--- src/rtl/pc_fetch_unit.sv ---
// Instruction-fetch front end: owns the architectural PC, issues one imem read
// at a time, buffers the returned word and hands it to decode over valid/ready.
// A late redirect overrides the PC and squashes in-flight work.
// Optional feature macro: FETCH_ALIGN_CHECK_EN (misaligned-PC fault instead of a read).
module pc_fetch_unit #(
  parameter logic [63:0] RESET_PC = 64'h0
) (
  input  logic        clk,
  input  logic        reset_n,
  output logic [63:0] pc,
  input  logic [63:0] next_pc,
  input  logic        redirect,
  input  logic [63:0] redirect_pc,
  output logic        imem_req_valid,
  output logic [63:0] imem_req_addr,
  input  logic        imem_req_ready,
  input  logic        imem_rsp_valid,
  input  logic [31:0] imem_rsp_data,
  output logic        if_valid,
  output logic [63:0] if_pc,
  output logic [31:0] if_instr,
  output logic        if_fault,
  input  logic        if_ready
);

  typedef enum logic [1:0] {StIdle, StReq, StWait, StHold} state_e;

  state_e      state_q, state_d;
  logic [63:0] pc_q, pc_d;
  logic        drop_q, drop_d;
  logic [63:0] if_pc_q, if_pc_d;
  logic [31:0] if_instr_q, if_instr_d;
  logic        if_fault_q, if_fault_d;
  logic        misaligned;
  logic        req_fire;

`ifdef FETCH_ALIGN_CHECK_EN
  assign misaligned    = (pc_q[1:0] != 2'b00);
  assign imem_req_addr = pc_q;
`else
  assign misaligned    = 1'b0;
  assign imem_req_addr = {pc_q[63:2], 2'b00};
`endif

  // A misaligned PC never reaches memory; REQ turns it into a fault instead.
  assign imem_req_valid = (state_q == StReq) && !misaligned;
  assign req_fire       = imem_req_valid && imem_req_ready;

  assign pc       = pc_q;
  assign if_valid = (state_q == StHold);
  assign if_pc    = if_pc_q;
  assign if_instr = if_instr_q;
  assign if_fault = if_fault_q;

  // State and datapath registers, synchronous active-low reset.
  always_ff @(posedge clk) begin
    if (!reset_n) begin
      state_q    <= StIdle;
      pc_q       <= RESET_PC;
      drop_q     <= 1'b0;
      if_pc_q    <= 64'h0;
      if_instr_q <= 32'h0;
      if_fault_q <= 1'b0;
    end else begin
      state_q    <= state_d;
      pc_q       <= pc_d;
      drop_q     <= drop_d;
      if_pc_q    <= if_pc_d;
      if_instr_q <= if_instr_d;
      if_fault_q <= if_fault_d;
    end
  end

  // Next-state logic; redirect takes priority in every state.
  always_comb begin
    state_d    = state_q;
    pc_d       = pc_q;
    drop_d     = drop_q;
    if_pc_d    = if_pc_q;
    if_instr_d = if_instr_q;
    if_fault_d = if_fault_q;
    unique case (state_q)
      StIdle: begin
        state_d = StReq;
        if (redirect) pc_d = redirect_pc;
      end
      StReq: begin
        if (redirect) begin
          pc_d = redirect_pc;
          // A request accepted alongside the redirect still owes a response; drop it.
          if (req_fire) begin
            drop_d  = 1'b1;
            state_d = StWait;
          end
        end else if (misaligned) begin
          if_pc_d    = pc_q;
          if_instr_d = 32'h0;
          if_fault_d = 1'b1;
          state_d    = StHold;
        end else if (req_fire) begin
          state_d = StWait;
        end
      end
      StWait: begin
        if (redirect) begin
          pc_d = redirect_pc;
          if (imem_rsp_valid) begin
            drop_d  = 1'b0;
            state_d = StReq;
          end else begin
            drop_d = 1'b1;
          end
        end else if (imem_rsp_valid) begin
          if (drop_q) begin
            drop_d  = 1'b0;
            state_d = StReq;
          end else begin
            if_pc_d    = pc_q;
            if_instr_d = imem_rsp_data;
            if_fault_d = 1'b0;
            state_d    = StHold;
          end
        end
      end
      StHold: begin
        if (redirect) begin
          pc_d    = redirect_pc;
          state_d = StReq;
        end else if (if_ready) begin
          pc_d    = next_pc;
          state_d = StReq;
        end
      end
      default: state_d = StIdle;
    endcase
  end

endmodule

--- config.mk ---
export PLATFORM = sky130hd
export DESIGN_NAME = pc_fetch_unit
export DESIGN_NICKNAME = d
export VERILOG_FILES = /design/src/rtl/pc_fetch_unit.sv
export SDC_FILE = /design/constraint.sdc
export NUM_CORES = 1
export LEC_CHECK = 0
export BUFFER_PORTS_ARGS = -buffer_cell sky130_fd_sc_hd__buf_2
export CAP_MARGIN = 20
export CORE_AREA = 2 2 153 155
export DETAILED_ROUTE_END_ITERATION = 7
export DIE_AREA = 0 0 155 157
export PLACE_DENSITY = 0.69
export SLEW_MARGIN = 20
export SYNTH_ARGS = -nofsm -noshare
export SYNTH_HDL_FRONTEND = slang
export SYNTH_SLANG_ARGS = --single-unit
--- constraint.sdc ---
create_clock -name clk -period 1.8 [get_ports clk]
set_input_delay 0.27 -clock clk [delete_from_list [all_inputs] [get_ports clk]]
set_output_delay 0.27 -clock clk [all_outputs]
set_load 0.05 [all_outputs]
# == After elaboration in Yosys (flattened, before gate mapping) ==
# Index checks and enable logic that the tools add are counted.
# totals
ff_bits,163
input_bits,166
output_inout_bits,227
elab_cells,42
# classes
n_eq_ne,9
mux,18
n_bitwise,2
n_reduce_logical,8
# ops
op,n
$mux 64,3
$pmux 64 s2,1
$mux 2,7
$pmux 2 s4,1
$reduce_and 4->1,2
$mux 1,5
$eq 2x2->1 const B,2
$ne 2x1->1 const B,2
$ne 2x2->1 const B,2
$ne 3x2->1 const B,1
$ne 3x3->1 const B,1
$reduce_and 3->1,1
$reduce_or 3->1,1
$eq 2x1->1 const B,1
$logic_not 2->1,1
$not 1->1,2
$pmux 1 s2,1
$reduce_and 2->1,1
$reduce_bool 2->1,1
$logic_and 1x1->1,1

# == Longest topological paths before layout ==
# depth
ltp_word,5
ltp_mapped,8
depth_no_buf,5

# == Worst setup path after synthesis ==
# Ideal clock, no wire load.
# synth_path
path_kind,register to register
startpoint,reg state_q[0]
endpoint,"reg pc_q[0], in the netlist pc[0]"
setup_time_ps,132
arrival_ps,1768
t_required_ps,1668
setup_slack_ps,-100
path_stages_with_launch,7
n_path_buf,2
period_less_slack_ps,1900
path_cell_list,dfxtp_1 > ha_1 > buf_2 > nand2_1 > buf_2 > a211oi_1 > nor3_1
# synth_via
elab_cells_between_ends,9
cone_classes,eq/ne: 5; mux: 1; reduce/logical: 3
# synth_rtl
item,line,rtl
"start, declared",28,"state_e state_q, state_d;"
"start signal, assigned",58,state_q <= StIdle;
"start signal, assigned",65,state_q <= state_d;
$eq 2x2->1 *,-,
net if_valid,19,"output logic if_valid,"
$ne 3x2->1 (no line),-,
$reduce_and 2->1 (no line),-,
"end signal, assigned",66,pc_q <= pc_d;
"end, declared",29,"logic [63:0] pc_q, pc_d;"
# The timed path passes the listed nets; every way through them passes the cells marked *.
# A chain may end at the register's enable or synchronous reset.

# == Worst setup path in the final report ==
# layout_path
startpoint,reg state_q[1]
endpoint,out imem_req_valid
# layout_via
elab_chain_cells,1
# layout_rtl
item,line,rtl
$eq 2x1->1,46,assign imem_req_valid = (state_q == StReq) && !misaligned;
"end, declared",14,"output logic imem_req_valid,"
# No other way between the ends.

==> run_results.csv <==
group,metric,value,unit
worst_setup_path,path_class,"reg2out",
die,core_area,22500,sq um
placed_design,place.detailed.hpwl,16100,microns
power,combPwrFrac,18.0,%
grt,grt_pass1_vias,6490,
die,die_area,24300,sq um
drt,drc,0,
drt,dr_wl_met2,11100,microns
synthesis,syn_inst,871,
sta,setup_viol,0,
die,die_h,157,microns
power,power.total,9.24,mW
grt,grt_pass1_wl,34500,microns
clock_network,insertion_delay,0.41,ns
drt,vias,7081,
worst_setup_path,crit_required,1.53,ns
final_layout,drive_gt1_share,38.1,%
clock_network,cts-root-buf,"clkbuf_16",
grt,antenna_found_initial,0,
sta,min_period,1.69,ns
placed_design,numPortBuffers,389,
grt,overflow,0,
die,rows,55,
grt,grt_max_degree,79,
die,io_pins,393,
synthesis,synth_area_leaders,"dfxtp_1 46%, nand2_1 10%, buf_4 7.3%",
drt,dr.max_layer_used,"met4",
clock_network,cts_tree,"yes",
status,status,"finished, final reports clean",
final_layout,insertedDiodeCount,0,
drt,drt_wl_total,22600,microns
sta,maxSlewViolCount,0,
clock_network,cts_sinks,163,
clock_network,path_clk_slew,0.07,ns
grt,grt_util_all_layers,17.8,%
power,cell_internal_pwr,6.34,mW
synthesis,synth_top_area_share,46.1,%
worst_hold_path,min_from,"imem_rsp_data[5]",
synthesis,syn_area,7080,sq um
worst_setup_path,start_kind,"flop",
power,p_switching,2.90,mW
drt,wl_met3,1680,microns
flow_run,max-cap-violations,0,
synthesis,seq_area_frac_synth,46.1,%
final_layout,area_growth,33.9,%
worst_setup_path,worstPathMaxFanout,5,
synthesis,ys_types,26,
final_layout,layout_commonest_cell,"buf_2",
drt,drtPass1Iterations,4,
power,p_clk_share,40.0,%
final_layout,nets,1332,
power,static-leakage-power,4.52,nW
drt,via_per_inst,4.85,
power,vdd_drop_max,0.613,mV
sta,period_share,94.0,%
drt,drtAntennaViolNets,0,
clock_network,htree_levels,4,
worst_setup_path,worstPathArrival,1.42,ns
final_layout,fill_cells,2290,
sta,relSlewSlack,66.3,%
die,die_x,155,microns
sta,worstMarginPinSlew,0.505,ns
placed_design,gp_congestion,0.811,
synthesis,synth_top_cell_by_area,"dfxtp_1",
drt,drt_iter0_drc,478,
power,power_density,974,nW/um^2
final_layout,final_cell_mix,"387 x buf_2, 195 x nand2_1, 162 x dfxtp_1",
synthesis,ys_warn_count,0,
power,p_seq_share,41.9,%
clock_network,hold_buffers,0,
clock_network,numCtsBuffers,17,
sta,finalSetupTns,0,ns
synthesis,avgSynthCellArea,8.13,sq um
drt,wl_per_cell,15.5,microns
die,initial_utilization,31.5,%
sta,max_freq,591,MHz
sta,hold_violations,0,
worst_setup_path,crit_path_end_kind,"primary output",
sta,skew,0.0126,ns
power,netSwitchingFraction,31.4,%
clock_network,clk_path_buf_depth,2,
drt,met1_length,9500,microns
worst_hold_path,min_path_type,"in2reg",
worst_setup_path,rr_startpoint,"state_q[1]",
synthesis,synth-seq-cells,163,
worst_setup_path,startpoint,"state_q[1]",
worst paths after layout:
kind	to	slack (ns)	cells after the start
hold reg to reg	if_pc[44]	0.45	2
hold / removal	if_instr[5]	0.09	3
setup reg to reg	if_instr[16]	0.12	6
setup / recovery	imem_req_valid	0.11	3
final cells by class:
| cell class | instances | area (sq um) | area share, % |
|---|---|---|---|
| Sequential cell | 163 | 3260 | 34.4 |
| Multi-Input combinational cell | 569 | 3040 | 32.1 |
| Timing Repair Buffer | 408 | 2210 | 23.3 |
| Clock buffer | 19 | 453 | 4.78 |
| Tap cell | 285 | 357 | 3.76 |
| Clock inverter | 12 | 145 | 1.53 |
| Inverter | 3 | 13.8 | 0.145 |
critical path: stages (launching register included):
cell and delay (ns):
dfxtp_1 0.36, inv_1 0.11, ha_1 0.24, buf_2 0.31
Yosys cell counts, drive strengths merged:
cell type    n
a21oi       97
nor3        64
buf         97
conb         1
mux2         1
nand4bb      1
a31oi        1
clkbuf      41
or3b         1
nand2      196
a311oi       1
nand2b       2
dfxtp      163
and3        65
ha           4
o2111ai      1
o32ai        1
nor4bb       1
nor2b       64
inv          3
a211oi      65
nor3b        1
power groups by stage:
stage	clock network, mW	logic, mW	registers (mW)
after floorplan	0	0.891	4.31
after global placement	0	1.66	3.95
after detailed placement	0	1.67	3.95
after CTS	3.81	1.67	3.87
after global routing	3.95	1.76	3.89
final	3.70	1.67	3.87
logic make-up (layout without fill, tap and decap cells):
family                   after synthesis  in the layout  synth area share [%]
AND/OR/NAND/NOR                      395            395                  27.0
flip-flops                           163            163                  46.1
AO/OA/AOI/OAI                        166            166                  14.2
multiplexers                           1              1                 0.159
other                                  1              3                0.0530
buffers and inverters                141            442                  11.8
adder cells (fa/ha/maj)                4              4                 0.707
timing repair:
item,in CTS,in global routing
gates resized for setup,5,3
setup buffers,0,1
setup endpoints to repair,1,72
per-stage QoR:
stage | worst slack [ns] | std cells | hold WS, ns | area [sq um] | utilization [%]
2_1_floorplan | 0.0697 | 873 | 0.386 | 7090 | -
3_3_place_gp | 0.152 | 1427 | 0.438 | 8850 | 39.3
4_1_cts | 0.0114 | 1458 | 0.0659 | 9470 | 42.1
5_1_grt | -0.00497 | 1459 | 0.0737 | 9480 | 42.1
6_report | 0.108 | 1459 | 0.0911 | 9480 | 42.1
3_5_place_dp | 0.0472 | 1427 | 0.443 | 8850 | 39.3
sequential cells by signal, indices dropped and copies added, names as in the netlist:
register / count
state_q: 2
if_pc: 64
pc: 64
if_instr: 32
drop_q: 1
per-layer routing:
metal / track usage [%] / up-vias
met5: 0 / -
li1: - / 3455
met2: 31.8 / 277
met4: 5.03 / 0
met1: 21.0 / 3332
met3: 4.68 / 17
No activity file was read; power rests on OpenSTA's default activity.
